### config.mk
export PLATFORM = sky130hd
export DESIGN_NAME = mips_alu_seq_flat
export DESIGN_NICKNAME = d
export VERILOG_FILES = /design/src/rtl/mips_alu_seq_if.sv /design/src/rtl/mips_alu_seq.sv /design/src/flat_wrapper.sv
export SDC_FILE = /design/constraint.sdc
export NUM_CORES = 1
export LEC_CHECK = 0
export ABC_AREA = 0
export CORE_MARGIN = 2
export CORE_UTILIZATION = 30
export DETAILED_ROUTE_END_ITERATION = 16
export HOLD_SLACK_MARGIN = 0.15
export PLACE_DENSITY = 0.5
export SYNTH_ARGS = -nofsm -noshare
export SYNTH_HDL_FRONTEND = slang
export SYNTH_SLANG_ARGS = --single-unit
### constraint.sdc
create_clock -name clk -period 7.05 [get_ports clk]
set_input_delay 1.41 -clock clk [delete_from_list [all_inputs] [get_ports clk]]
set_output_delay 1.41 -clock clk [all_outputs]
set_load 0.03 [all_outputs]
### src/rtl/mips_alu_seq_if.sv
// mips_alu_seq_if: request/response bundle for the mips_alu_seq execute-stage ALU.
//
// Handshake: a request is accepted on a rising clk edge where in_valid && in_ready.
// The operation fields (alu_op, funct, shamt, a, b) are sampled only at that edge.
// in_valid while in_ready is low is ignored; nothing is queued. out_valid is a
// one-cycle pulse and has no back-pressure; result/zero/illegal/div_by_zero are
// meaningful only while it is high. hi/lo are the architectural HI/LO registers.
//
// Signals:
//   in_valid, alu_op, funct, shamt, a, b   requester -> ALU
//   in_ready                               ALU -> requester
//   out_valid, result, zero, illegal,
//   div_by_zero, hi, lo                    ALU -> writeback
interface mips_alu_seq_if #(
  parameter int WIDTH   = 32,
  parameter int SHAMT_W = $clog2(WIDTH)
);
  logic               in_valid;
  logic               in_ready;
  logic [1:0]         alu_op;
  logic [5:0]         funct;
  logic [SHAMT_W-1:0] shamt;
  logic [WIDTH-1:0]   a;
  logic [WIDTH-1:0]   b;
  logic               out_valid;
  logic [WIDTH-1:0]   result;
  logic               zero;
  logic               illegal;
  logic               div_by_zero;
  logic [WIDTH-1:0]   hi;
  logic [WIDTH-1:0]   lo;

  modport master (
    output in_valid, alu_op, funct, shamt, a, b,
    input  in_ready, out_valid, result, zero, illegal, div_by_zero, hi, lo
  );

  modport slave (
    input  in_valid, alu_op, funct, shamt, a, b,
    output in_ready, out_valid, result, zero, illegal, div_by_zero, hi, lo
  );
endinterface

### src/rtl/mips_alu_seq.sv
// mips_alu_seq: MIPS execute-stage ALU with built-in ALU_Op/funct decode,
// iterative MULTU (shift-add) and DIVU (restoring), and HI/LO registers.
//
// Ports:
//   clk          rising-edge clock
//   rst          synchronous active-high reset (aborts any operation, clears HI/LO)
//   bus          mips_alu_seq_if.slave request/response bundle
//   dbg_state_o  current FSM state (IDLE=0, MUL=1, DIV=2, DONE=3)
//
// Single-cycle ops return one cycle after acceptance. MULTU/DIVU return
// WIDTH+1 cycles after acceptance; DIVU by zero returns after one cycle.
module mips_alu_seq #(
  parameter int WIDTH   = 32,
  parameter int SHAMT_W = $clog2(WIDTH)
) (
  input  logic          clk,
  input  logic          rst,
  mips_alu_seq_if.slave bus,
  output logic [1:0]    dbg_state_o
);

  localparam logic [5:0] F_ADD   = 6'b100000;
  localparam logic [5:0] F_SUB   = 6'b100010;
  localparam logic [5:0] F_SLL   = 6'b000000;
  localparam logic [5:0] F_SLLV  = 6'b000100;
  localparam logic [5:0] F_SRAV  = 6'b000111;
  localparam logic [5:0] F_SRLV  = 6'b000110;
  localparam logic [5:0] F_AND   = 6'b100100;
  localparam logic [5:0] F_OR    = 6'b100101;
  localparam logic [5:0] F_SLT   = 6'b101010;
  localparam logic [5:0] F_MFHI  = 6'b010000;
  localparam logic [5:0] F_MFLO  = 6'b010010;
  localparam logic [5:0] F_MULTU = 6'b011001;
  localparam logic [5:0] F_DIVU  = 6'b011011;

  localparam logic [SHAMT_W-1:0] LAST_STEP = SHAMT_W'(WIDTH - 1);

  typedef enum logic [1:0] {
    IDLE = 2'd0,
    MUL  = 2'd1,
    DIV  = 2'd2,
    DONE = 2'd3
  } state_t;

  state_t             state_q;
  logic [SHAMT_W-1:0] step_q;
  logic [WIDTH-1:0]   opnd_q;      // multiplicand (MULTU) or divisor (DIVU)
  logic [2*WIDTH-1:0] work_q;      // MULTU: {partial product, multiplier}; DIVU: {remainder, dividend/quotient}
  logic [WIDTH-1:0]   hi_q;
  logic [WIDTH-1:0]   lo_q;
  logic [WIDTH-1:0]   result_q;
  logic               out_valid_q;
  logic               zero_q;
  logic               illegal_q;
  logic               dbz_q;

  logic               accept;
  logic [SHAMT_W-1:0] sh_var;
  logic [WIDTH-1:0]   sc_result;
  logic               sc_illegal;
  logic               op_mul;
  logic               op_div;

  assign bus.in_ready = (state_q == IDLE) || (state_q == DONE);
  assign accept       = bus.in_valid && bus.in_ready;
  assign sh_var       = bus.a[SHAMT_W-1:0];

  // Decode and single-cycle datapath. MFHI/MFLO read the registers directly,
  // so a read accepted in the DONE cycle already sees the freshly written value.
  always_comb begin
    sc_result  = '0;
    sc_illegal = 1'b0;
    op_mul     = 1'b0;
    op_div     = 1'b0;
    case (bus.alu_op)
      2'b00: sc_result = bus.a + bus.b;
      2'b01: sc_result = bus.a - bus.b;
      2'b10: begin
        case (bus.funct)
          F_ADD:   sc_result = bus.a + bus.b;
          F_SUB:   sc_result = bus.a - bus.b;
          F_SLL:   sc_result = bus.b << bus.shamt;
          F_SLLV:  sc_result = bus.b << sh_var;
          F_SRAV:  sc_result = $signed(bus.b) >>> sh_var;
          F_SRLV:  sc_result = bus.b >> sh_var;
          F_AND:   sc_result = bus.a & bus.b;
          F_OR:    sc_result = bus.a | bus.b;
          F_SLT:   sc_result = {{(WIDTH-1){1'b0}}, ($signed(bus.a) < $signed(bus.b))};
          F_MFHI:  sc_result = hi_q;
          F_MFLO:  sc_result = lo_q;
          F_MULTU: op_mul    = 1'b1;
          F_DIVU:  op_div    = 1'b1;
          default: sc_illegal = 1'b1;
        endcase
      end
      default: sc_illegal = 1'b1;
    endcase
  end

  // One iteration of each multi-cycle algorithm.
  logic [WIDTH:0]     mul_sum;
  logic [2*WIDTH-1:0] mul_next;
  logic [WIDTH:0]     rem_sh;
  logic [WIDTH:0]     rem_diff;
  logic [2*WIDTH-1:0] div_next;

  always_comb begin
    // Shift-add: add the multiplicand into the top half when the multiplier
    // LSB is set, then shift the whole register right by one.
    mul_sum  = {1'b0, work_q[2*WIDTH-1:WIDTH]} + (work_q[0] ? {1'b0, opnd_q} : '0);
    mul_next = {mul_sum, work_q[WIDTH-1:1]};
    // Restoring division: shift the next dividend bit into the remainder,
    // try subtracting the divisor, keep the difference only if no borrow.
    rem_sh   = work_q[2*WIDTH-1:WIDTH-1];
    rem_diff = rem_sh - {1'b0, opnd_q};
    if (rem_diff[WIDTH]) begin
      div_next = {rem_sh[WIDTH-1:0], work_q[WIDTH-2:0], 1'b0};
    end else begin
      div_next = {rem_diff[WIDTH-1:0], work_q[WIDTH-2:0], 1'b1};
    end
  end

  always_ff @(posedge clk) begin
    if (rst) begin
      state_q     <= IDLE;
      step_q      <= '0;
      opnd_q      <= '0;
      work_q      <= '0;
      hi_q        <= '0;
      lo_q        <= '0;
      result_q    <= '0;
      out_valid_q <= 1'b0;
      zero_q      <= 1'b0;
      illegal_q   <= 1'b0;
      dbz_q       <= 1'b0;
    end else begin
      // Response fields are pulses; they fall back to 0 unless set below.
      out_valid_q <= 1'b0;
      result_q    <= '0;
      zero_q      <= 1'b0;
      illegal_q   <= 1'b0;
      dbz_q       <= 1'b0;
      case (state_q)
        IDLE, DONE: begin
          state_q <= IDLE;
          if (accept) begin
            if (op_mul) begin
              opnd_q  <= bus.a;
              work_q  <= {{WIDTH{1'b0}}, bus.b};
              step_q  <= '0;
              state_q <= MUL;
            end else if (op_div && (bus.b == '0)) begin
              hi_q        <= bus.a;
              lo_q        <= '1;
              result_q    <= '1;
              dbz_q       <= 1'b1;
              out_valid_q <= 1'b1;
              state_q     <= DONE;
            end else if (op_div) begin
              opnd_q  <= bus.b;
              work_q  <= {{WIDTH{1'b0}}, bus.a};
              step_q  <= '0;
              state_q <= DIV;
            end else begin
              result_q    <= sc_result;
              zero_q      <= (sc_result == '0);
              illegal_q   <= sc_illegal;
              out_valid_q <= 1'b1;
              state_q     <= DONE;
            end
          end
        end
        MUL: begin
          work_q <= mul_next;
          step_q <= step_q + 1'b1;
          if (step_q == LAST_STEP) begin
            hi_q        <= mul_next[2*WIDTH-1:WIDTH];
            lo_q        <= mul_next[WIDTH-1:0];
            result_q    <= mul_next[WIDTH-1:0];
            zero_q      <= (mul_next[WIDTH-1:0] == '0);
            out_valid_q <= 1'b1;
            state_q     <= DONE;
          end
        end
        DIV: begin
          work_q <= div_next;
          step_q <= step_q + 1'b1;
          if (step_q == LAST_STEP) begin
            hi_q        <= div_next[2*WIDTH-1:WIDTH];
            lo_q        <= div_next[WIDTH-1:0];
            result_q    <= div_next[WIDTH-1:0];
            zero_q      <= (div_next[WIDTH-1:0] == '0);
            out_valid_q <= 1'b1;
            state_q     <= DONE;
          end
        end
        default: state_q <= IDLE;
      endcase
    end
  end

  assign bus.out_valid   = out_valid_q;
  assign bus.result      = result_q;
  assign bus.zero        = zero_q;
  assign bus.illegal     = illegal_q;
  assign bus.div_by_zero = dbz_q;
  assign bus.hi          = hi_q;
  assign bus.lo          = lo_q;
  assign dbg_state_o     = state_q;

endmodule
### src/flat_wrapper.sv
// flat-port wrapper written by rule: the top's interface ports become plain ports
module mips_alu_seq_flat 
#(
  parameter int WIDTH   = 32,
  parameter int SHAMT_W = $clog2(WIDTH)
)
  (clk, rst, dbg_state_o, bus_in_valid, bus_alu_op, bus_funct, bus_shamt, bus_a, bus_b, bus_in_ready, bus_out_valid, bus_result, bus_zero, bus_illegal, bus_div_by_zero, bus_hi, bus_lo);
  mips_alu_seq_if #(.WIDTH(WIDTH), .SHAMT_W(SHAMT_W)) bus_i ();
  input  logic clk;
  input  logic rst;
  output logic [1:0] dbg_state_o;
  input wire logic [$bits(bus_i.in_valid)-1:0] bus_in_valid;
  input wire logic [$bits(bus_i.alu_op)-1:0] bus_alu_op;
  input wire logic [$bits(bus_i.funct)-1:0] bus_funct;
  input wire logic [$bits(bus_i.shamt)-1:0] bus_shamt;
  input wire logic [$bits(bus_i.a)-1:0] bus_a;
  input wire logic [$bits(bus_i.b)-1:0] bus_b;
  output wire logic [$bits(bus_i.in_ready)-1:0] bus_in_ready;
  output wire logic [$bits(bus_i.out_valid)-1:0] bus_out_valid;
  output wire logic [$bits(bus_i.result)-1:0] bus_result;
  output wire logic [$bits(bus_i.zero)-1:0] bus_zero;
  output wire logic [$bits(bus_i.illegal)-1:0] bus_illegal;
  output wire logic [$bits(bus_i.div_by_zero)-1:0] bus_div_by_zero;
  output wire logic [$bits(bus_i.hi)-1:0] bus_hi;
  output wire logic [$bits(bus_i.lo)-1:0] bus_lo;
  assign bus_i.in_valid = bus_in_valid;
  assign bus_i.alu_op = bus_alu_op;
  assign bus_i.funct = bus_funct;
  assign bus_i.shamt = bus_shamt;
  assign bus_i.a = bus_a;
  assign bus_i.b = bus_b;
  assign bus_in_ready = bus_i.in_ready;
  assign bus_out_valid = bus_i.out_valid;
  assign bus_result = bus_i.result;
  assign bus_zero = bus_i.zero;
  assign bus_illegal = bus_i.illegal;
  assign bus_div_by_zero = bus_i.div_by_zero;
  assign bus_hi = bus_i.hi;
  assign bus_lo = bus_i.lo;
  mips_alu_seq #(.WIDTH(WIDTH), .SHAMT_W(SHAMT_W)) u_core (.clk(clk), .rst(rst), .bus(bus_i), .dbg_state_o(dbg_state_o));
endmodule
==> results.toml, run 1 <==
[timing]
drv_slew = 0
period_share_pct = 83.11
rsz0062_at_grt = "no"
setup_tns_ps = 0
fmax_ghz = 0.1707
skew_ps = 44.78
holdWs_ps = 472.8
worst_pin_slew_ps = 1332
post-route-min-period_ps = 5860
setup_viol = 0
final_hold_viol_count = 0
max_slew_margin_pct = 11.20

[power]
p_leak_uw = 0.01102
ir_drop_mv = 0.2026
powerDensity_nw_per_um2 = 261.2

[cells_and_area]
multiInputGateArea_um2 = 18450
fill_cells = 8681
finalNetCount = 3795
area_growth_syn_to_layout_pct = 18.02
regArea_um2 = 4064
drive_above_1_share_pct = 9.848

[yosys]
ys_seq_area_share_pct = 16.82
yosysMostFrequentCell = "nand2_1"
yosys-top-cells-count = "nand2_1, nor2_1, a21oi_1"
synth_cells = 3438
ys.flop_type = "dfxtp_1"
syn-num-nets = 3688
synth_top_area_share_pct = 16.82
syn_area_per_cell_um2 = 7.026
synth_warnings = 0
synth_edf_count = 0
synthDistinctLibCells = 97
synth_area_um2 = 24160
yosysTopAreaCell = "dfxtp_1"
synth.top_cells.by_area = "dfxtp_1, ha_1, nand2_1, a21oi_1, nor2_1"
synth-async-reset-ratio_pct = 0
ys_ff_latch = 203

[routing]
vias = 30070
wire_per_inst_um = 33.73
drt_first_iter_violations = 4853
ant_nets = 0
route.detailed.drc = 0
vias_per_cell = 6.500
firstDrtPassIters = 10
wl_um = 156000

[clock_network]
cts.clk_slew.worst_paths_ps = 60
cts_sinks = 203
insertion_delay_ps = 590
cts_setup_buffers = 0
cts_buffers = 26
cts_resized = 0
h-tree-depth = 1
ctsHoldBuffers = 0
clockBufferDepth = 3
root_buffer = "clkbuf_16"
cts_tree = "built"

[floorplanning]
rows = 104
die_w_um = 287.8
core_um2 = 80160
die-area_um2 = 82810
die_h_um = 287.8
io_pins = 183
start_util_pct = 30.14

[worst_setup_path]
cp-start-kind = "input pin"
cpMostUsedCell = "a21oi_1"
path_class = "in2reg"
worst-endpoint-required_ps = 7490
slowest_delay_ps = 800
slowest_stage = "clkdlybuf4s50_1"
cp.buffers_inverters = 3
crit_arrival_ps = 6300
path_cells = "clkdlybuf4s50_1 > inv_1 > ha_1 > clkinv_1 > o311a_1 > o31a_1 > a22oi_1 > a21boi_1 > or4_1 > a311oi_1 > o221ai_1 > a211oi_1 > a21oi_1 > a21oi_1 > nor2_1"
end_kind = "flip-flop"
critPathTopFamily = "compound AO/OA/AOI/OAI gates"
path_depth = 15
critPathMaxFanout = 10
rr_worst_depth = 18

[global_route]
grt_antenna_before_repair = 7
grt-ovfl-total = 0
grt_pass1_wl_um = 215800
grt_pass1_vias = 27360
grt_max_degree = 81
gr-usage-all-layers_pct = 36.37

[placed_design]
place_congestion = 1.128
dpl.hpwl_um = 122500
io_buffers = 182

[min_path]
hold_class = "reg2reg"
holdPathStages = 2

[flow_run]
maxCapViolations = 0

[outcome]
outcome = "finished, final reports clean"
[power by group]
group	leakage [uW]	switching (uW)	internal, uW
Combinational	0.00894	2910	1390
Sequential	0.00166	375	1400
Clock	0.000420	591	771
Total	0.0110	3880	3570
[stage by stage]
step | instances | instance area (um2) | utilization, % | power [uW] | worst slack, ps
3_5_place_dp | 4577 | 27670 | 34.51 | 5934 | 821.8
4_1_cts | 4624 | 28510 | 35.56 | 7309 | 1423
5_1_grt | 4624 | 28510 | 35.56 | 7753 | 1111
3_3_place_gp | 4577 | 27670 | 34.51 | 5945 | 823.8
2_1_floorplan | 3438 | 24160 | - | 4177 | 1549
6_report | 4626 | 28510 | 35.57 | 7447 | 1190
[final cells by class]
class / instances / share of cell area, %
clock inverters: 11 / 0.3599
repair buffers: 364 / 11.38
flip-flops and latches: 203 / 14.25
multi-input cells: 2796 / 64.72
well taps: 1060 / 4.652
inverters: 154 / 2.027
clock buffers: 36 / 2.589
diodes: 2 / 0.01755
[worst register-to-register path: cells and delay by family (launching register included)]
family / cells / cell delay [ps]
AOI/OAI and AO/OA: 10 / 3190
DFF: 1 / 300
xor gates and xnor gates: 1 / 260
buffers and inverters: 4 / 680
adders and majority gates: 2 / 630
muxes: 1 / 130
[registers in the layout (all words and copies together) (netlist names)]
name                    cells
u_core.bus.out_valid        1
u_core.bus.div_by_zero      1
u_core.opnd_q              32
u_core.work_q              64
u_core.bus.lo              32
u_core.bus.result          32
u_core.bus.hi              32
u_core.step_q               5
u_core.bus.illegal          1
u_core.dbg_state_o          2
u_core.bus.zero             1
[path summary, 6_finish.rpt]
kind / startpoint / end / slack, ps
min: u_core.step_q[3] / u_core.step_q[3] / 470
min reg2reg: u_core.step_q[3] / u_core.step_q[3] / 470
max reg2reg: u_core.work_q[31] / u_core.bus.hi[14] / 1750
max: bus_a[12] / u_core.bus.result[31] / 1190
[per-layer routing]
layer	wire (um)	global-route usage [%]	vias to the layer above
met5	83	0	-
met4	10570	19.04	12
met3	18300	7.987	450
met2	62000	51.74	2145
met1	65090	50.81	14460
li1	-	-	13010
[placed cells by master (no fill, tap or decap), types with 21 or more instances in the layout]
cell,synthesis,layout
nor2b_1,29,29
a311oi_1,67,67
clkbuf_16,0,26
dfxtp_1,203,203
a211oi_1,134,134
mux2_2,39,39
a22oi_1,65,65
a221oi_1,30,30
or3_1,23,23
mux2i_1,55,55
buf_4,4,176
nand2b_1,72,72
nor2_1,301,294
nor3_1,100,98
and2_1,46,46
o221ai_1,21,21
a22o_1,26,26
a21o_1,56,56
clkdlybuf4s50_1,0,177
o21ai_0,199,199
o22ai_1,36,36
xnor2_1,48,48
inv_1,151,151
nand4_1,22,22
nand3_1,74,74
xor2_1,35,34
a21oi_1,296,293
nor4_1,36,36
a31oi_1,54,54
nand2_1,400,400
ha_1,166,164
o211ai_1,38,38
[kinds of logic (layout without fill, tap and decap cells)]
kind of cell | Yosys count | after routing | synth area share [%]
other | 0 | 2 | 0
buffers and inverters | 439 | 565 | 7.142
adders and majority gates | 170 | 170 | 8.929
AOI/OAI and AO/OA | 1242 | 1242 | 35.05
xor gates and xnor gates | 84 | 84 | 3.077
and+or+nand+nor | 1188 | 1188 | 23.20
muxes | 112 | 112 | 5.775
DFF | 203 | 203 | 16.82
(Power assumes the default switching activity.)
==> run 2, diff against run 1 <==
PLACE_DENSITY = 0.51   (was 0.5)
clock period = 5.15 ns   (was 7.05 ns; I/O delays follow)
==> results.toml, run 2 (same netlist as run 1, synthesis figures left out) <==
[outcome]
outcome = "finished, final reports clean"

[routing]
route.detailed.drc = 0
drt_first_iter_violations = 4426
vias_per_cell = 6.290
firstDrtPassIters = 6
ant_nets = 0
wl_um = 166200
vias = 32030
wire_per_inst_um = 32.63

[worst_setup_path]
r2r_end = "u_core.bus.result[0]"
critPathMaxFanout = 3
cp-startpoint = "bus_b[0]"
crit_arrival_ps = 5510
path_class = "in2reg"
rr_worst_depth = 17
cp-start-kind = "input pin"
r2r-start = "u_core.work_q[31]"
worst-endpoint-required_ps = 5650
worstSetupEndpoint = "u_core.bus.zero"
r2r_slack_ps = 440
end_kind = "flip-flop"

[power]
switchingPower_uw = 5481
power_frac_clock_pct = 19.8
p_int_uw = 5562
swShare_pct = 49.63
p_total_uw = 11040
p_leak_uw = 0.01343
pwr-share-comb_pct = 58.0
power_frac_seq_pct = 22.2
ir_drop_mv = 0.3313
powerDensity_nw_per_um2 = 339.6

[clock_network]
insertion_delay_ps = 590
cts_sinks = 203
cts.clk_slew.worst_paths_ps = 70
cts_buffers = 26
cts_setup_buffers = 0
clockBufferDepth = 3
h-tree-depth = 1
root_buffer = "clkbuf_16"
cts_tree = "built"

[floorplanning]
die_h_um = 287.8
io_pins = 183
die-area_um2 = 82810
start_util_pct = 30.14
die_w_um = 287.8
rows = 104
core_um2 = 80160

[cells_and_area]
layout.cells.non_filler = 5092
finalNetCount = 4253
regArea_um2 = 4064
largest_reg_flops = 64
most-common-layout-cells = "buf_4, nand2_1, nor2_1"
drive_above_1_share_pct = 20.21
multiInputGateArea_um2 = 18440
final_common_cell = "buf_4"
largest_register = "u_core.work_q"
fill_cells = 8561
area_growth_syn_to_layout_pct = 34.62

[min_path]
hold_class = "reg2reg"

[timing]
rsz0062_at_grt = "no"
worst_pin_slew_ps = 1090
max_slew_margin_pct = 27.34
final_hold_viol_count = 0
post-route-min-period_ps = 5004
period_share_pct = 97.16
fmax_ghz = 0.1998
skew_ps = 26.64
drv_slew = 0
setup_viol = 0

[global_route]
grt_antenna_before_repair = 15
grt_max_degree = 75
grt_pass1_vias = 29440
gr-usage-all-layers_pct = 38.67
grt-ovfl-total = 0
grt_pass1_wl_um = 228500

[placed_design]
place_congestion = 1.106
dpl.hpwl_um = 135300
place_inst = 5035
io_buffers = 182

[flow_run]
maxCapViolations = 0
==> run 2: worst min-delay path by stage <==
stage                     slack, ps              from          endpoint  cells past startpoint
after global placement          460  u_core.step_q[3]  u_core.step_q[3]                      2
after detailed placement        470  u_core.step_q[3]  u_core.step_q[3]                      2
after CTS                       480  u_core.step_q[3]  u_core.step_q[3]                      2
after global routing            510  u_core.step_q[3]  u_core.step_q[3]                      2
final                           480  u_core.step_q[3]  u_core.step_q[3]                      2
after floorplan                 450  u_core.step_q[3]  u_core.step_q[3]                      2
==> run 2: per-layer routing <==
metal	global-route usage, %	vias up	share of wire, %
li1	-	13970	-
met1	53.03	15560	42
met2	57.15	2130	42
met3	8.043	366	11
met4	19.07	10	5.9
met5	0	-	0.037
==> run 2: layout make-up <==
| class | count | share of cell area (%) |
|---|---|---|
| Timing Repair Buffer | 822 | 21.82 |
| Multi-Input combinational cell | 2796 | 56.71 |
| Sequential cell | 203 | 12.50 |
| Clock buffer | 28 | 2.085 |
| Clock inverter | 20 | 0.9695 |
| Antenna cell | 9 | 0.06925 |
| Inverter | 154 | 1.777 |
| Tap cell | 1060 | 4.078 |
==> run 2: critical path, stage by stage <==
cell and delay, ps:
clkdlybuf4s50_1 560, ha_1 320, fa_1 410, buf_4 160, o21ai_0 200, xnor2_1 210
nor2_1 70, or4b_1 550, o41ai_1 420, buf_4 200, nand2_1 50, or4_1 590
nor4_1 280, nand4_1 210, nor2_1 140, o21bai_1 110
==> run 2: what timing repair did <==
item | CTS | global route
setup endpoints to repair | 0 | 1
gates resized for setup | 0 | 1
hold buffers | 0 | 0
==> run 2: power groups by stage <==
stage	logic [uW]	registers [uW]	clock network, uW
floorplan	3260	2460	0
global placement	6200	2440	0
detailed placement	6200	2440	0
CTS	6230	2410	2190
global route	6740	2450	2240
finish	6410	2450	2190
==> run 2: through the flow <==
step                      cell area [um2]  setup TNS (ps)  utilization, %  hold WS (ps)  worst slack (ps)
final                               32520               0           40.57         476.8             146.1
after global routing                32500               0           40.54         510.7             8.777
after CTS                           32490               0           40.54         481.9             249.9
after detailed placement            31500           -1023           39.30         473.8            -314.9
after global placement              31500           -1472           39.30         461.7            -372.7
after floorplan                     24160               0               -         447.5             28.86
